--- src/rtl/booth_pkg.sv ---
// Shared types and helpers for booth multiplier downstream stages.
// Imported by the accumulator and any future MAC stages.
package booth_pkg;

  typedef enum logic {
    ACCUM = 1'b0,
    HOLD  = 1'b1
  } acc_state_t;

  function automatic int acc_width(
    input int l_word,
    input int n_terms
  );
    return 2 * l_word + $clog2(n_terms) + 1;
  endfunction

  // Sign-extend the low pw bits of p to the full 64-bit word.
  function automatic logic [63:0] sext_product(
    input logic [63:0] p,
    input int unsigned pw
  );
    logic [63:0] m;
    m = ~64'd0 << pw;
    return p[pw-1] ? (p | m) : (p & ~m);
  endfunction

endpackage

--- src/rtl/ready_edge_detect.sv ---
// Rising-edge detector on the multiplier ready line.
// ready_q resets high so an idle-high ready is never a capture.
module ready_edge_detect (
  input  logic clock,
  input  logic reset,
  input  logic i_ready,
  output logic o_cap
);

  logic r_ready_q;

  always_ff @(posedge clock or negedge reset) begin
    if (!reset) r_ready_q <= 1'b1;
    else        r_ready_q <= i_ready;
  end

  assign o_cap = i_ready & ~r_ready_q;

endmodule

--- src/rtl/booth_product_accumulator.sv ---
// Sums n_terms signed products from the booth multiplier and
// hands the sum downstream with a valid/ack handshake.
module booth_product_accumulator
  import booth_pkg::*;
#(
  parameter int l_word  = 4,
  parameter int n_terms = 4,
  localparam int ACC_W  = acc_width(l_word, n_terms),
  localparam int CW     = $clog2(n_terms) + 1,
  localparam int PW     = 2 * l_word
) (
  input  logic             clock,
  input  logic             reset,
  input  logic [PW-1:0]    product,
  input  logic             mult_ready,
  input  logic             clear,
  output logic             accept,
  output logic [ACC_W-1:0] sum,
  output logic             sum_valid,
  input  logic             sum_ack,
  output logic [CW-1:0]    term_count,
  output logic             overrun
);

  localparam logic [CW-1:0] LAST = CW'(n_terms - 1);

  acc_state_t       r_state;
  logic [ACC_W-1:0] r_acc;
  logic [ACC_W-1:0] r_sum;
  logic             r_sum_valid;
  logic [CW-1:0]    r_count;
  logic             r_overrun;
  logic             r_accept;

  logic             w_cap;
  logic [ACC_W-1:0] w_ext;
  logic [ACC_W-1:0] w_next;

  ready_edge_detect u_edge (
    .clock   (clock),
    .reset   (reset),
    .i_ready (mult_ready),
    .o_cap   (w_cap)
  );

  assign w_ext  = ACC_W'(sext_product(64'(product), PW));
  assign w_next = r_acc + w_ext;

  always_ff @(posedge clock or negedge reset) begin
    if (!reset) begin
      r_state     <= ACCUM;
      r_acc       <= '0;
      r_sum       <= '0;
      r_sum_valid <= 1'b0;
      r_count     <= '0;
      r_overrun   <= 1'b0;
      r_accept    <= 1'b1;
    end else if (clear) begin
      // Abort wins over any capture or ack on this edge.
      r_state     <= ACCUM;
      r_acc       <= '0;
      r_sum_valid <= 1'b0;
      r_count     <= '0;
      r_overrun   <= 1'b0;
      r_accept    <= 1'b1;
    end else begin
      unique case (r_state)
        ACCUM: begin
          if (w_cap) begin
            if (r_count == LAST) begin
              r_sum       <= w_next;
              r_sum_valid <= 1'b1;
              r_acc       <= '0;
              r_count     <= '0;
              r_state     <= HOLD;
              r_accept    <= 1'b0;
            end else begin
              r_acc   <= w_next;
              r_count <= r_count + 1'b1;
            end
          end
        end
        HOLD: begin
          if (w_cap) r_overrun <= 1'b1;
          if (sum_ack) begin
            r_sum_valid <= 1'b0;
            r_state     <= ACCUM;
            r_accept    <= 1'b1;
          end
        end
        default: begin
          r_state  <= ACCUM;
          r_accept <= 1'b1;
        end
      endcase
    end
  end

  assign accept     = r_accept;
  assign sum        = r_sum;
  assign sum_valid  = r_sum_valid;
  assign term_count = r_count;
  assign overrun    = r_overrun;

endmodule

--- config.mk ---
export PLATFORM = sky130hd
export DESIGN_NAME = booth_product_accumulator
export DESIGN_NICKNAME = d
export VERILOG_FILES = /design/src/rtl/booth_pkg.sv /design/src/rtl/ready_edge_detect.sv /design/src/rtl/booth_product_accumulator.sv
export SDC_FILE = /design/constraint.sdc
export NUM_CORES = 1
export LEC_CHECK = 0
export ABC_CLOCK_PERIOD_IN_PS = 2700
export CAP_MARGIN = 15
export CORE_ASPECT_RATIO = 0.6
export CORE_MARGIN = 1
export CORE_UTILIZATION = 51
export DETAILED_ROUTE_END_ITERATION = 12
export GPL_ROUTABILITY_DRIVEN = 0
export PLACE_DENSITY = 0.88
export SYNTH_ARGS = -nofsm -noshare
export SYNTH_HDL_FRONTEND = slang
export SYNTH_HIERARCHICAL = 1
export SYNTH_SLANG_ARGS = --single-unit
--- constraint.sdc ---
create_clock -name clock -period 2.7 [get_ports clock]
set_clock_uncertainty 0.05 [all_clocks]
set_input_delay 0.54 -clock clock [delete_from_list [all_inputs] [get_ports clock]]
set_output_delay 0.54 -clock clock [all_outputs]
set_load 0.03 [all_outputs]
* After elaboration in Yosys (flattened, before gate mapping)
Cells that the tools add are included.
** Word-level totals
- Register bits after elaboration :: 30
- Latch bits :: 0
- RAM bits :: 0
- Bits in read-only memories :: 0
- Output and inout port bits :: 17
- Memories kept :: 0
** Cells by class
- Add/subtract/negate cells :: 2
- Multipliers :: 0
- Divide/modulo/power cells :: 0
- Magnitude comparators :: 0
- Eq/ne operators :: 5
- Shift-type cells :: 0
- Mux-type cells :: 27
- Bitwise operators :: 4
- Reductions and logical operators :: 6
** Operators by type and width (number)
- 2-to-1 mux 11 bit :: 5
- 2-to-1 mux 1 bit :: 15
- 2-to-1 mux 3 bit :: 4
- adder 11 bit :: 1
- != test 3 bit (second input constant) :: 2
- case mux 1 bit (2 select lines) :: 3
- AND reduction 2 bit :: 2
- AND reduction 4 bit :: 1
- nonzero test 2 bit :: 2
- adder 3 x 1 -> 3 bit (second input constant) :: 1
- == test 3 x 2 -> 1 bit (second input constant) :: 1
- != test 3 x 2 -> 1 bit (second input constant) :: 1
- NOT 1 bit :: 3
- AND reduction 3 bit :: 1
- != test 2 bit (second input constant) :: 1
- AND 1 bit :: 1

* Depth between registers and ports, before layout
- Depth in word-level cells :: 6
- Gate-level depth with buffers :: 8
- Mapped depth without buffers :: 8

* Cells and area by module
The synthesis kept the hierarchy.
** By module, submodules not included
- booth_product_accumulator :: times used 1, cells each 140, area each 1571.5 µm², sequential area each 726.9 µm²
- ready_edge_detect :: times used 1, cells each 2, area each 40.0 µm², sequential area each 26.3 µm²

* Worst setup path before layout
No wires, ideal clock.
- Path type :: input-to-reg
- From :: input product[0]
- To :: register r_sum[8] (netlist: sum[8])
- Library setup time :: 0.125 ns
- Data arrival time :: 2.072 ns
- Required time :: 2.525 ns
- Path slack :: 0.453 ns
- Cell stages on the path :: 8
- Buffers on the path :: 0
- Cell sequence :: ha_1 -> fa_1 -> a21o_1 -> nand4_1 -> nand2_1 -> a31oi_1 -> xnor2_1 -> mux2_2
** On the way
- Cells in the longest elaborated chain, start to end :: 2
** Ends and longest elaborated chain
- start: declaration :: RTL line booth_product_accumulator.sv:14 : input logic [PW-1:0] product,
- 2-to-1 mux 11 bit :: RTL line booth_pkg.sv:24 : return p[pw-1] ? (p | m) : (p & ~m);
- adder 11 bit :: RTL line booth_product_accumulator.sv:47 : assign w_next = r_acc + w_ext;
- end signal: assignment :: RTL line booth_product_accumulator.sv:71 : r_sum <= w_next;
- end: declaration :: RTL line booth_product_accumulator.sv:29 : logic [ACC_W-1:0] r_sum;
No other way between the ends.
A chain may end at the register's enable or synchronous reset.

* Worst setup path in the final report
Ends and elaborated chain as after synthesis.

==> results.md <==
- Final period util: 0.961
- Drt pass-1 iters: 4
- CP Cell Sequence: clkdlybuf4s50_1, ha_1, fa_1, a21o_1, nand4_1, nand2_1, a31oi_1, xnor2_1, mux2_2
- Clk slew on worst S/H paths: 0.06 ns
- Most common cell in the netlist: dfrtp_1
- Initial antenna violation count: 0
- Worst Max-Slew Pin Slew: 0.985 ns
- # H-tree levels: 2
- Met3 Resource Use GR: 0.0752
- Critical path endpoint category: flip-flop
- Slowest cell on crit path: fa_1
- First-pass GRT wire length: 6020 µm
- Max Slew Vio Count: 0
- Net Count, Synth: 167
- CTS max path bufs: 2
- Post-DP HPWL: 2690 µm
- Fin util: 0.719
- Vias per inst: 5.67
- Die width: 74.6 µm
- Layout fillers: 230
- Overflow after GRT: 0
- Most used DFF post-synth: dfrtp_1
- First DRT Iteration DRCs: 80
- Worst-path fanout max: 3
- Required time worst endpoint: 2.81 ns
- VDD IR-drop max: 0.000289 V
- Placement Rows: 15
- Drt wl/cell: approximately 16 µm
- Critical path class: input pin to flip-flop
- Status: finished, final reports clean
- Layout cell share with drive strength beyond 1: 0.184
- Hold slack: 0.446 ns
- RSZ-0062 raised after global routing: no
- Synth top area cells: dfrtp_1, ha_1, mux2_2
- PD cells: 523 mW/mm²
- Busiest grt layer: met2
- Max Clk Rate: 386 MHz
- FFs w/ async S/R, synth: 1.00
- Nets: 209
- Type of origin of the critical path: input pin
- Initial Util: 0.550
- Vias in the first global route: 1,251
- DIE HEIGHT: ~46 µm
- Period minus WS final: around 2.6 ns
- I/O Buffers: 29
- Die ar.: 0.00340 mm²
- Largest net degree at the start of global routing: 31
- Placed insts: 219
- TritonCTS clock tree: built
- Comb power frac: 0.220
- Avg Cell Area, Syn: 11.3 µm²
- Hold Path Class: flip-flop to flip-flop
- Final Hold Viols: 0
- Post-DRT Antenna Nets: 0
- Synth top area share: 0.435
- Leakage: 1.03 nW
- CTS sink count: 30
- Sw Ratio: 0.282
- Yosys reg bits: 30
- Switching power total: just over 0.0003 W
- Area Overhead vs Synth: 30.6%
- Boundary Pins: 30
- Met1 Use GR: 0.344
- Post-synthesis instance total: approximately 140
- Cell Area, Synth: between 0.0015 and 0.002 mm²
- DR vias: 1,286
- Cell Count, Final, Fillers Out: between 200 and 250
- Top cell type by total area after synthesis: dfrtp_1
- Overall routing resource usage: 0.252
- Post-synth EDFFs: 0
- Postcts setup bufs: 0
- Worst-skew pair later-pin latency: 0.28 ns
- Synth warnings: 6
- Hold Buf Count CTS: 0
- Top cells by count, synth: dfrtp_1, ha_1, a21oi_1, a22o_1, mux2_2
- Int Power: ~0.00079 W
- Detailed Route WL: approximately 3700 µm
- CP max stage delay: 0.42 ns
- ANT cells: 0
- Sequential Power Share: 0.441
- Crit path DAT: 2.71 ns
- CTS buffer count: 5
- Setup violations, final: 0
- Core area: 0.00293 mm²
- Number of max-cap violations: 0
- Clk pwr share: 0.339
- Max-slew headroom: 0.341
- Root buffer cell: clkbuf_8
- GR met2 Demand/Resource: 0.384
- Number of remaining DRC errors: 0
- Unique cell type count in the Yosys netlist: 37
- Sequential cell area fraction in the yosys report: 0.467
- CTS resizes: 0
cell families (layout without fill, tap and decap cells):
kind of cell               Yosys count  in the layout  share of synthesized area
xor gates and xnor gates             9              9                     0.0489
AOI/OAI and AO/OA                   43             43                      0.196
buffers and inverters                7             50                     0.0171
muxes                               11             11                     0.0761
adders and majority gates           12             12                     0.0978
and+or+nand+nor                     30             30                     0.0970
DFF                                 30             30                      0.467
layout by cell type, fill, tap and decap left out, types with 2 or more instances in the layout:
cell type / synthesis / layout
buf_4: 0 / 10
nand2b_1: 4 / 4
dfstp_2: 2 / 2
xnor2_1: 7 / 7
a21oi_2: 2 / 2
ha_1: 11 / 11
nor3_1: 2 / 2
nand2_1: 6 / 6
inv_1: 3 / 3
clkdlybuf4s50_1: 0 / 29
a21oi_1: 10 / 10
xor2_1: 2 / 2
a22o_1: 10 / 10
mux2_2: 10 / 10
nand3_1: 2 / 2
nor2_1: 9 / 9
o21ai_0: 3 / 3
nor2b_1: 2 / 2
a31oi_1: 3 / 3
a21o_1: 6 / 6
dfrtp_1: 28 / 28
clkbuf_8: 0 / 6
path summary, 6_finish.rpt:
path | startpoint | to | slack, ns | depth (start not counted)
max | product[0] | sum[8] | 0.11 | 9
min | r_acc[10] | r_acc[10] | 0.45 | 1
max reg2reg | r_acc[0] | sum[8] | 0.41 | 8
min reg2reg | r_acc[10] | r_acc[10] | 0.45 | 1
max in group asynchronous | reset | accept | 1.68 | 2
min in group asynchronous | reset | sum[7] | 0.60 | 2
cell type report:
cell class | instances | area [µm²] | area share
multi-input combinational | 105 | 831 | 0.395
sequential | 30 | 753 | 0.358
timing repair buffer | 39 | 365 | 0.174
clock buffer | 7 | 86.3 | 0.0410
tap | 42 | 52.6 | 0.0250
inverter | 3 | 11.3 | 0.00535
clock inverter | 1 | 5.00 | 0.00238
state kept, by name, indices dropped and copies added (netlist names):
register / flops
r_acc: 11
u_edge/r_ready_q: 1
sum: 11
overrun: 1
term_count: 3
sum_valid: 1
r_state: 1
accept: 1
per-layer routing:
layer / routed length, µm / up-vias / part of all wire
met4: 27 / 0 / 0.0072
li1: - / 605 / -
met3: 230 / 5 / 0.061
met2: 1650 / 45 / 0.44
met1: 1840 / 631 / 0.49
met5: 0 / - / 0
metrics by stage:
stage	setup slack [ns]	total power (W)	setup TNS (ns)	cell area (µm²)
4_1_cts	0.134	0.00111	0	2100
3_5_place_dp	-0.142	0.000731	-0.332	2010
6_report	0.107	0.00110	0	2100
2_1_floorplan	0.453	0.000637	0	1610
5_1_grt	0.00960	0.00115	0	2100
3_3_place_gp	-0.0472	0.000721	-0.0472	2010
power by group through the flow:
stage | clock [W] | combinational (W) | sequential [W]
CTS | 0.000379 | 0.000241 | 0.000485
detailed placement | 0 | 0.000238 | 0.000493
floorplan | 0 | 0.000130 | 0.000507
global route | 0.000398 | 0.000263 | 0.000487
global placement | 0 | 0.000229 | 0.000492
finish | 0.000373 | 0.000242 | 0.000485
critical path, delay by kind of cell:
family | cells | cell delay [ns]
compound gates | 2 | 0.45
fa+ha+maj | 2 | 0.65
mux | 1 | 0.26
buf+inv | 1 | 0.41
simple gates | 2 | 0.28
xor+xnor | 1 | 0.12
(Power assumes the default switching activity.)
